<file path="config.mk">
export PLATFORM = sky130hd
export DESIGN_NAME = hss_envelope_decimator
export DESIGN_NICKNAME = d
export VERILOG_FILES = /design/src/rtl/hss_envelope_decimator_pkg.sv /design/src/rtl/hss_envelope_decimator_sync_fifo.sv /design/src/rtl/hss_envelope_decimator.sv
export SDC_FILE = /design/constraint.sdc
export NUM_CORES = 1
export LEC_CHECK = 0
export ABC_AREA = 1
export CAP_MARGIN = 10
export CORE_MARGIN = 10
export CORE_UTILIZATION = 30
export DETAILED_ROUTE_END_ITERATION = 7
export GPL_TIMING_DRIVEN = 0
export PLACE_DENSITY_LB_ADDON = 0.08
export SLEW_MARGIN = 20
export SYNTH_ARGS = -nofsm -noshare
export SYNTH_HDL_FRONTEND = slang
export SYNTH_SLANG_ARGS = --single-unit
</file>
<file path="constraint.sdc">
create_clock -name CLK -period 9 [get_ports CLK]
set_clock_uncertainty 0.05 [all_clocks]
set_input_delay 1.8 -clock CLK [delete_from_list [all_inputs] [get_ports CLK]]
set_output_delay 1.8 -clock CLK [all_outputs]
set_load 0.02 [all_outputs]
</file>
<file path="src/rtl/hss_envelope_decimator_pkg.sv">
// Shared defaults and helpers for the HSS envelope path.
// Holds the default window/queue sizing and the rectifier saturation constant.
// Ports: none (package).
package hss_envelope_decimator_pkg;

    localparam int unsigned DECIM_DEF      = 16;
    localparam int unsigned LOG2_DECIM_DEF = 4;
    localparam int unsigned FIFO_DEPTH_DEF = 4;

    // |-2^31| does not fit in 31 magnitude bits, so it is clamped here.
    localparam logic [31:0] SAT_MAG = 32'h7FFF_FFFF;

    // Magnitude of a two's-complement sample, saturating the most negative value.
    function automatic logic [31:0] rectify(input logic [31:0] s);
        if (s == 32'h8000_0000) begin
            return SAT_MAG;
        end else if (s[31]) begin
            return ~s + 32'd1;
        end else begin
            return s;
        end
    endfunction

endpackage

</file>
<file path="src/rtl/hss_envelope_decimator_sync_fifo.sv">
// hss_sync_fifo: single-clock FIFO with a registered head output.
// Latency: a push into an empty FIFO is visible on head one edge later.
// Backpressure: push while full is ignored unless a pop happens in the same cycle.
// Ports: CLK/RST, push/push_dat, pop, head, full, empty.
module hss_sync_fifo #(
    parameter int unsigned WIDTH = 32,
    parameter int unsigned DEPTH = 4
) (
    input  logic             CLK,
    input  logic             RST,
    input  logic             push,
    input  logic [WIDTH-1:0] push_dat,
    input  logic             pop,
    output logic [WIDTH-1:0] head,
    output logic             full,
    output logic             empty
);

    localparam int unsigned AW = $clog2(DEPTH);

    // Pointers carry one extra wrap bit so full and empty are distinguishable.
    logic [AW:0]      wr_ptr_q, wr_ptr_d;
    logic [AW:0]      rd_ptr_q, rd_ptr_d;
    logic [WIDTH-1:0] head_q, head_d;
    logic [WIDTH-1:0] mem_q [DEPTH];
    logic [WIDTH-1:0] mem_d [DEPTH];
    logic             pop_ok;
    logic             push_ok;

    assign empty = (wr_ptr_q == rd_ptr_q);
    assign full  = (wr_ptr_q[AW] != rd_ptr_q[AW]) &&
                   (wr_ptr_q[AW-1:0] == rd_ptr_q[AW-1:0]);
    assign head  = head_q;

    assign pop_ok  = pop && !empty;
    assign push_ok = push && (!full || pop_ok);

    always_comb begin
        mem_d    = mem_q;
        wr_ptr_d = wr_ptr_q;
        rd_ptr_d = rd_ptr_q;
        head_d   = head_q;
        if (push_ok) begin
            mem_d[wr_ptr_q[AW-1:0]] = push_dat;
            wr_ptr_d = wr_ptr_q + 1'b1;
        end
        if (pop_ok) begin
            rd_ptr_d = rd_ptr_q + 1'b1;
        end
        // Preload the head register with whatever entry will be oldest after
        // this edge; if that entry is the one being written now, bypass it.
        if (rd_ptr_d != wr_ptr_d) begin
            if (rd_ptr_d == wr_ptr_q) begin
                head_d = push_dat;
            end else begin
                head_d = mem_q[rd_ptr_d[AW-1:0]];
            end
        end
    end

    always_ff @(posedge CLK) begin
        if (RST) begin
            wr_ptr_q <= '0;
            rd_ptr_q <= '0;
            head_q   <= '0;
            mem_q    <= '{default: '0};
        end else begin
            wr_ptr_q <= wr_ptr_d;
            rd_ptr_q <= rd_ptr_d;
            head_q   <= head_d;
            mem_q    <= mem_d;
        end
    end

endmodule

</file>
<file path="src/rtl/hss_envelope_decimator.sv">
// Rectify the filtered sample stream, average |data| over DECIM valid samples, queue results.
// Latency: the result of a window is on out_data one edge after its last sample (empty queue).
// Backpressure: out_valid/out_ready drain; a result arriving at a full, non-popping queue is dropped and sets sticky overflow.
// Ports: CLK/RST, data/data_valid in, out_data/out_valid/out_ready out, overflow/clear status.
module hss_envelope_decimator
    import hss_envelope_decimator_pkg::*;
#(
    parameter int unsigned DECIM      = DECIM_DEF,
    parameter int unsigned LOG2_DECIM = LOG2_DECIM_DEF,
    parameter int unsigned FIFO_DEPTH = FIFO_DEPTH_DEF
) (
    input  logic        CLK,
    input  logic        RST,
    input  logic [31:0] data,
    input  logic        data_valid,
    output logic [31:0] out_data,
    output logic        out_valid,
    input  logic        out_ready,
    output logic        overflow,
    input  logic        clear
);

    // DECIM magnitudes of at most 2^31-1 fit in 32+LOG2_DECIM bits, so no wrap.
    localparam int unsigned ACC_W = 32 + LOG2_DECIM;

    logic [ACC_W-1:0]      acc_q, acc_d;
    logic [LOG2_DECIM-1:0] cnt_q, cnt_d;
    logic                  overflow_q, overflow_d;

    logic [31:0]      mag;
    logic [ACC_W-1:0] sum;
    logic             win_done;
    logic [31:0]      result;
    logic             fifo_full;
    logic             fifo_empty;
    logic             pop;
    logic             ovf_evt;

    assign mag      = rectify(data);
    assign sum      = acc_q + {{LOG2_DECIM{1'b0}}, mag};
    assign win_done = data_valid && (cnt_q == LOG2_DECIM'(DECIM - 1));
    // Dividing by a power of two: drop the low bits, keeping a 32-bit mean.
    assign result   = sum[ACC_W-1:LOG2_DECIM];

    assign out_valid = !fifo_empty;
    assign pop       = out_valid && out_ready;
    assign ovf_evt   = win_done && fifo_full && !pop;

    always_comb begin
        acc_d = acc_q;
        cnt_d = cnt_q;
        if (data_valid) begin
            if (win_done) begin
                acc_d = '0;
                cnt_d = '0;
            end else begin
                acc_d = sum;
                cnt_d = cnt_q + 1'b1;
            end
        end
    end

    // A drop in the same cycle as clear must remain visible to software.
    always_comb begin
        overflow_d = overflow_q;
        if (ovf_evt) begin
            overflow_d = 1'b1;
        end else if (clear) begin
            overflow_d = 1'b0;
        end
    end

    always_ff @(posedge CLK) begin
        if (RST) begin
            acc_q      <= '0;
            cnt_q      <= '0;
            overflow_q <= 1'b0;
        end else begin
            acc_q      <= acc_d;
            cnt_q      <= cnt_d;
            overflow_q <= overflow_d;
        end
    end

    assign overflow = overflow_q;

    hss_sync_fifo #(
        .WIDTH (32),
        .DEPTH (FIFO_DEPTH)
    ) u_fifo (
        .CLK      (CLK),
        .RST      (RST),
        .push     (win_done),
        .push_dat (result),
        .pop      (pop),
        .head     (out_data),
        .full     (fifo_full),
        .empty    (fifo_empty)
    );

endmodule

</file>
Yosys cells after proc, flatten, opt, wreduce, memory -nomap -nowiden. Index checks and enable logic that the tools add are counted.

Logic and storage cells: 56. Register bits: 207. Output and inout bits: 34. Input bits: 37.

Bitwise logic cells: 3. Reductions and logical operators: 13. Mux-type cells: 15. $lt $le $gt $ge: 3. Eq/ne operators: 7. Add/subtract/negate cells: 5.

Operators with widths (number): 2-to-1 mux 32 bit (6); bitwise mux 128 bit (1); binary-select mux 32 bit (select 2 bit) (1); demux 32 bit (select 2 bit) (1); adder 36 x 32 -> 36 bit (1); 2-to-1 mux 36 bit (1); adder 32 x 1 -> 32 bit (second input constant) (1); equality test 32 bit (second input constant) (1); NOT 32 bit (1); logical AND 1 bit (8); adder 3 x 1 -> 3 bit (second input constant) (2); equality test 3 bit (2); greater-or-equal comparator 3 bit (second input constant) (2); 2-to-1 mux 3 bit (2); NOT 2 -> 3 bit (2); adder 4 x 1 -> 4 bit (second input constant) (1); equality test 4 bit (second input constant) (1); 2-to-1 mux 4 bit (1); logical NOT 1 bit (3); less-than comparator 3 x 1 -> 1 bit (second input constant) (1); != test 3 bit (1); equality test 2 bit (1); 2-to-1 mux 1 bit (2); nonzero test 2 bit (1); 2 further kinds (2).

Longest topological paths before layout.
Depth in word-level cells: 10. Mapped depth: 27. Gate-level depth less buffers: 26.

Hierarchy. A second synthesis with hierarchy kept.

Cells, all modules: 2037. Area total of the unflattened synthesis: 12811.0 um^2.

By module, submodules not included: hss_sync_fifo (cells an instance 1167, area an instance 7791.2 um^2, instances 1, seq. area each 3323.2 um^2); hss_envelope_decimator (cells an instance 870, area an instance 5019.8 um^2, instances 1, seq. area each 820.8 um^2).

Least setup slack after synthesis. No wires, ideal clock.

Path kind: input to register. From: in data[0]. To: reg acc_q[16]. Cell stages on the path: 22. Path slack: 4254 ps. Path buffers: 1. Data arrival time: 4626 ps. Required time: 8880 ps. Setup time: 70 ps. Cells stage by stage: inv_1 -> ha_1 -> nand3_1 -> nor2_1 -> nand2_1 -> inv_1 -> nand3_1 -> nor2_1 -> nand2_1 -> clkbuf_1 -> nand2_1 -> ha_1 -> fa_1 -> nand3_1 -> nand3_1 -> nand2_1 -> nand2_1 -> nand3_1 -> nand2_1 -> xnor2_1 -> or2_2 -> a21oi_1.

Longest elaborated chain between the ends: 6. Elaborated cells on any way between the ends: 7. Classes of those cells: add/sub: 2; eq/ne: 1; mux: 3; bitwise: 1.

RTL lines: from (decl) (line hss_envelope_decimator.sv:14) `input logic [31:0] data,`; NOT 32 bit (line hss_envelope_decimator_pkg.sv:18) `return ~s + 32'd1;`; adder 32 x 1 -> 32 bit (line hss_envelope_decimator_pkg.sv:18); 2-to-1 mux 32 bit (line hss_envelope_decimator_pkg.sv:17) `end else if (s[31]) begin`; 2-to-1 mux 32 bit (*) (line hss_envelope_decimator_pkg.sv:15) `if (s == 32'h8000_0000) begin`; adder 36 x 32 -> 36 bit (*) (line hss_envelope_decimator.sv:40) `assign sum = acc_q + {{LOG2_DECIM{1'b0}}, mag};`; 2-to-1 mux 36 bit (*) (line hss_envelope_decimator.sv:53) `if (win_done) begin`; to (signal assigned) (line hss_envelope_decimator.sv:75) `acc_q <= '0;`; to (signal assigned) (line hss_envelope_decimator.sv:79) `acc_q <= acc_d;`; to (decl) (line hss_envelope_decimator.sv:26) `logic [ACC_W-1:0] acc_q, acc_d;`.

Every way passes the cells marked *; elsewhere a longest branch is shown, timed or not. A chain may end at the register's enable or synchronous reset.

Worst setup path in the final report.
From: in data[29]. To: reg u_fifo.head_q[13], in the netlist u_fifo.head[13].

Longest elaborated chain between the ends: 4.

RTL lines: equality test 32 bit (line hss_envelope_decimator_pkg.sv:15); 2-to-1 mux 32 bit (line hss_envelope_decimator_pkg.sv:15); adder 36 x 32 -> 36 bit (line hss_envelope_decimator.sv:40); 2-to-1 mux 32 bit (line hss_envelope_decimator_sync_fifo.sv:53) `if (rd_ptr_d == wr_ptr_q) begin`; to (signal assigned) (line hss_envelope_decimator_sync_fifo.sv:65) `head_q <= '0;`; to (signal assigned) (line hss_envelope_decimator_sync_fifo.sv:70) `head_q <= head_d;`; to (decl) (line hss_envelope_decimator_sync_fifo.sv:24) `logic [WIDTH-1:0] head_q, head_d;`.

Every way passes these cells.

==> results.md <==
- Worst Path Required: 9.37 ns
- Final antenna-violating net count: 0
- GRT Max-Usage Layer: met2
- Syn. warnings: 0
- PwrDens: 320 mW/mm²
- Post-synthesis register bit count: 207
- Die height: 225 µm
- Rows: 74
- Comb power frac: 0.544
- Placer Congestion: 0.892
- Clk network pwr share: 0.233
- Synth unique cells: 39
- Tcrit/Tclk final: 0.657
- Post-Synth Simple-Gate Area: 0.338
- DR iter-0 viols: 836
- Max-cap violations: 0
- Post-Synth XOR/XNOR Area: 0.0237
- Final HPWL DP: 36.9 mm
- Leading cell type in the layout, fill and taps excluded: nand2_1
- Seq pwr share: 0.224
- Hold Startpoint: u_fifo.mem_q[32]
- Pre-antenna DRT Iters: 6
- Startpoint Class: input pin
- Grt total ovfl: 0
- Clk sinks: 207
- Minimum clock period: 5.91 ns
- Final core utilization: 0.360
- P_int: 2.45 mW
- I/O Buffers: 66
- Die X: 225 µm
- GRT Util Overall: 0.190
- CP Capture Type: flop
- Sequential share of the synthesized area: 0.329
- Vias in the first global route: 12.6k
- CTS tree: yes
- Routed via count: 12.9k
- Critical path type: in2reg
- Initial core utilization: 0.306
- Met2 Track Usage GR: 0.319
- Netlist Area Pre-Place: 0.0126 mm²
- Synthesized instance count: 1978
- Setup Viol. Count Final: 0
- Post-CTS Setup Bufs: 0
- Post-Synth Adder-Cell Area: 0.0404
- CTS hold repair buffers: 0
- Antenna violations before repair: 1
- VDD IR-drop max: 0.171 mV
- Commonest cells after routing, fill and taps aside: 587 x nand2_1, 238 x inv_1, 207 x dfxtp_1
- Syn Nets: 2055
- Total negative slack: 0 ns
- Complex-gate fraction of the synthesized area: 0.155
- Largest family of logic cells by synthesized area: simple AND/OR/NAND/NOR gates
- Achievable Freq: 169 MHz
- Root buffer cell: clkbuf_16
- Layout Nets: 2149
- Sw Ratio: 0.483
- Fill count: 4596
- Final Hold Viols: 0
- Mux share of post-synthesis cell area: 0
- Mean number of vias per cell: 4.91
- RSZ-0062 raised after global routing: false
- NetSw: 2.29 mW
- H-tree levels: 1
- Run status: completed
- Setup crit start: data[29]
- Num CTS Buffers: 26
- Leakage power: 7.14 nW
- I/O pin total: 71
- Layout cells sized above 1: 0.0607
- Met1 Track Usage GR: 0.247
- WP data arrival: 6.28 ns
- First-pass GRT wire length: 74.4 mm
- Average wire per standard cell: 18.5 µm
- Worst-skew pair later-pin latency: 0.55 ns
- Slew @ Worst Pin: 1.05 ns
- Residual DRC: 0
- Slew Limit Fails: 0
- # resized after CTS: 0
- Synthesis-to-layout area growth: 17.8%
- Core region area: 0.0411 mm²
- Largest net degree at the start of global routing: 13
- Met3 GRT Util: 0.0247
- Reg2reg start: acc_q[0]
- Die footprint: 0.0505 mm²
- Total routed wirelength: 48.6 mm
- Post-Syn Area per Cell: 6.36 µm²
- Worst-path clk slew: 0.06 ns
- Worst hold path class: reg2reg
- Clock buffer depth: 3
- Worst slew margin: 0.296
- Critical-path maximum fanout: 9
## power groups by stage
stage | clock [mW] | combinational (mW) | sequential [mW]
6_report | 1.10 | 2.58 | 1.06
3_5_place_dp | 0 | 2.57 | 1.08
2_1_floorplan | 0 | 1.51 | 1.12
4_1_cts | 1.13 | 2.58 | 1.06
5_1_grt | 1.17 | 2.82 | 1.07
3_3_place_gp | 0 | 2.57 | 1.08
## final timing paths
path,depth (start not counted),endpoint,slack [ns]
worst min register to register,2,u_fifo.mem_q[32],0.40
worst max-delay path,16,u_fifo.head[13],3.09
worst min-delay path,2,u_fifo.mem_q[32],0.40
worst max register to register,12,u_fifo.head[10],6.09
## cells by family (layout without fill, tap and decap cells)
logic type                 after synthesis  in the layout
and+or+nand+nor                       1017           1017
adders and majority gates               40             40
other                                    0              1
DFF                                    207            207
AOI/OAI and AO/OA                      341            341
buffers and inverters                  339            453
xor gates and xnor gates                34             34
## cell type report
cell class | instances | area [µm²] | area share
Multi-Input combinational cell | 1432 | 7010 | 0.473
Antenna cell | 1 | 2.50 | 0.000169
Inverter | 247 | 927 | 0.0626
Buffer | 92 | 498 | 0.0336
Sequential cell | 207 | 4140 | 0.280
Clock buffer | 42 | 822 | 0.0555
Tap cell | 532 | 666 | 0.0449
Timing Repair Buffer | 66 | 661 | 0.0446
Clock inverter | 6 | 82.6 | 0.00558
## cells in the mapped netlist (all sizes together)
library cell,number,area (µm²)
nand2,597,2270
inv,246,923
dfxtp,207,4140
nand3,185,951
nor2,179,679
o21ai,127,636
a21oi,114,571
o211ai,65,488
buf,51,343
clkbuf,41,155
ha,39,488
xor2,21,184
nor3,16,80.1
or2,15,93.8
nand3b,13,97.6
xnor2,13,114
a21o,11,82.6
o21bai,9,67.6
nand4,7,43.8
o21a,7,52.6
nor4,3,18.8
a21boi,2,15.0
a22oi,2,15.0
a31oi,2,12.5
and2,2,12.5
a211oi,1,7.51
clkinv,1,3.75
fa,1,20.0
o31ai,1,7.51
## metrics by stage
step                      instance area [µm²]  total power [mW]  setup WS, ns  std cells  hold slack, ns
final                                   14800              4.74          3.09       2625           0.398
after global routing                    14800              5.06          2.75       2624           0.437
after CTS                               14800              4.77          3.07       2624           0.400
after detailed placement                13900              3.65          2.50       2576           0.392
after global placement                  13900              3.65          2.59       2576           0.389
after floorplan                         12600              2.63          4.25       1978           0.375
## state kept, by name, indices dropped and copies added, names as in the netlist
register         cells
u_fifo.wr_ptr_q      3
cnt_q                4
u_fifo.head         32
u_fifo.rd_ptr_q      3
acc_q               36
u_fifo.mem_q       128
overflow             1
## per-layer routing
metal | part of all wire | vias to the layer above
met5 | 0 | -
met4 | 0.027 | 0
met3 | 0.049 | 68
met2 | 0.46 | 299
met1 | 0.46 | 5959
li1 | - | 6562
## critical path: stages
cell	delay, ns
clkdlybuf4s50_1	0.47
nor4_1	0.80
nand3_1	0.20
nand3b_1	0.51
nand2_1	0.26
ha_1	0.30
nand2_1	0.16
inv_1	0.05
a21oi_1	0.22
nand3_1	0.20
nand2_1	0.11
nand2_1	0.13
xnor2_1	0.66
nor2_1	0.08
nor2_1	0.23
nor2_1	0.08
No activity file was read; power rests on OpenSTA's default activity.
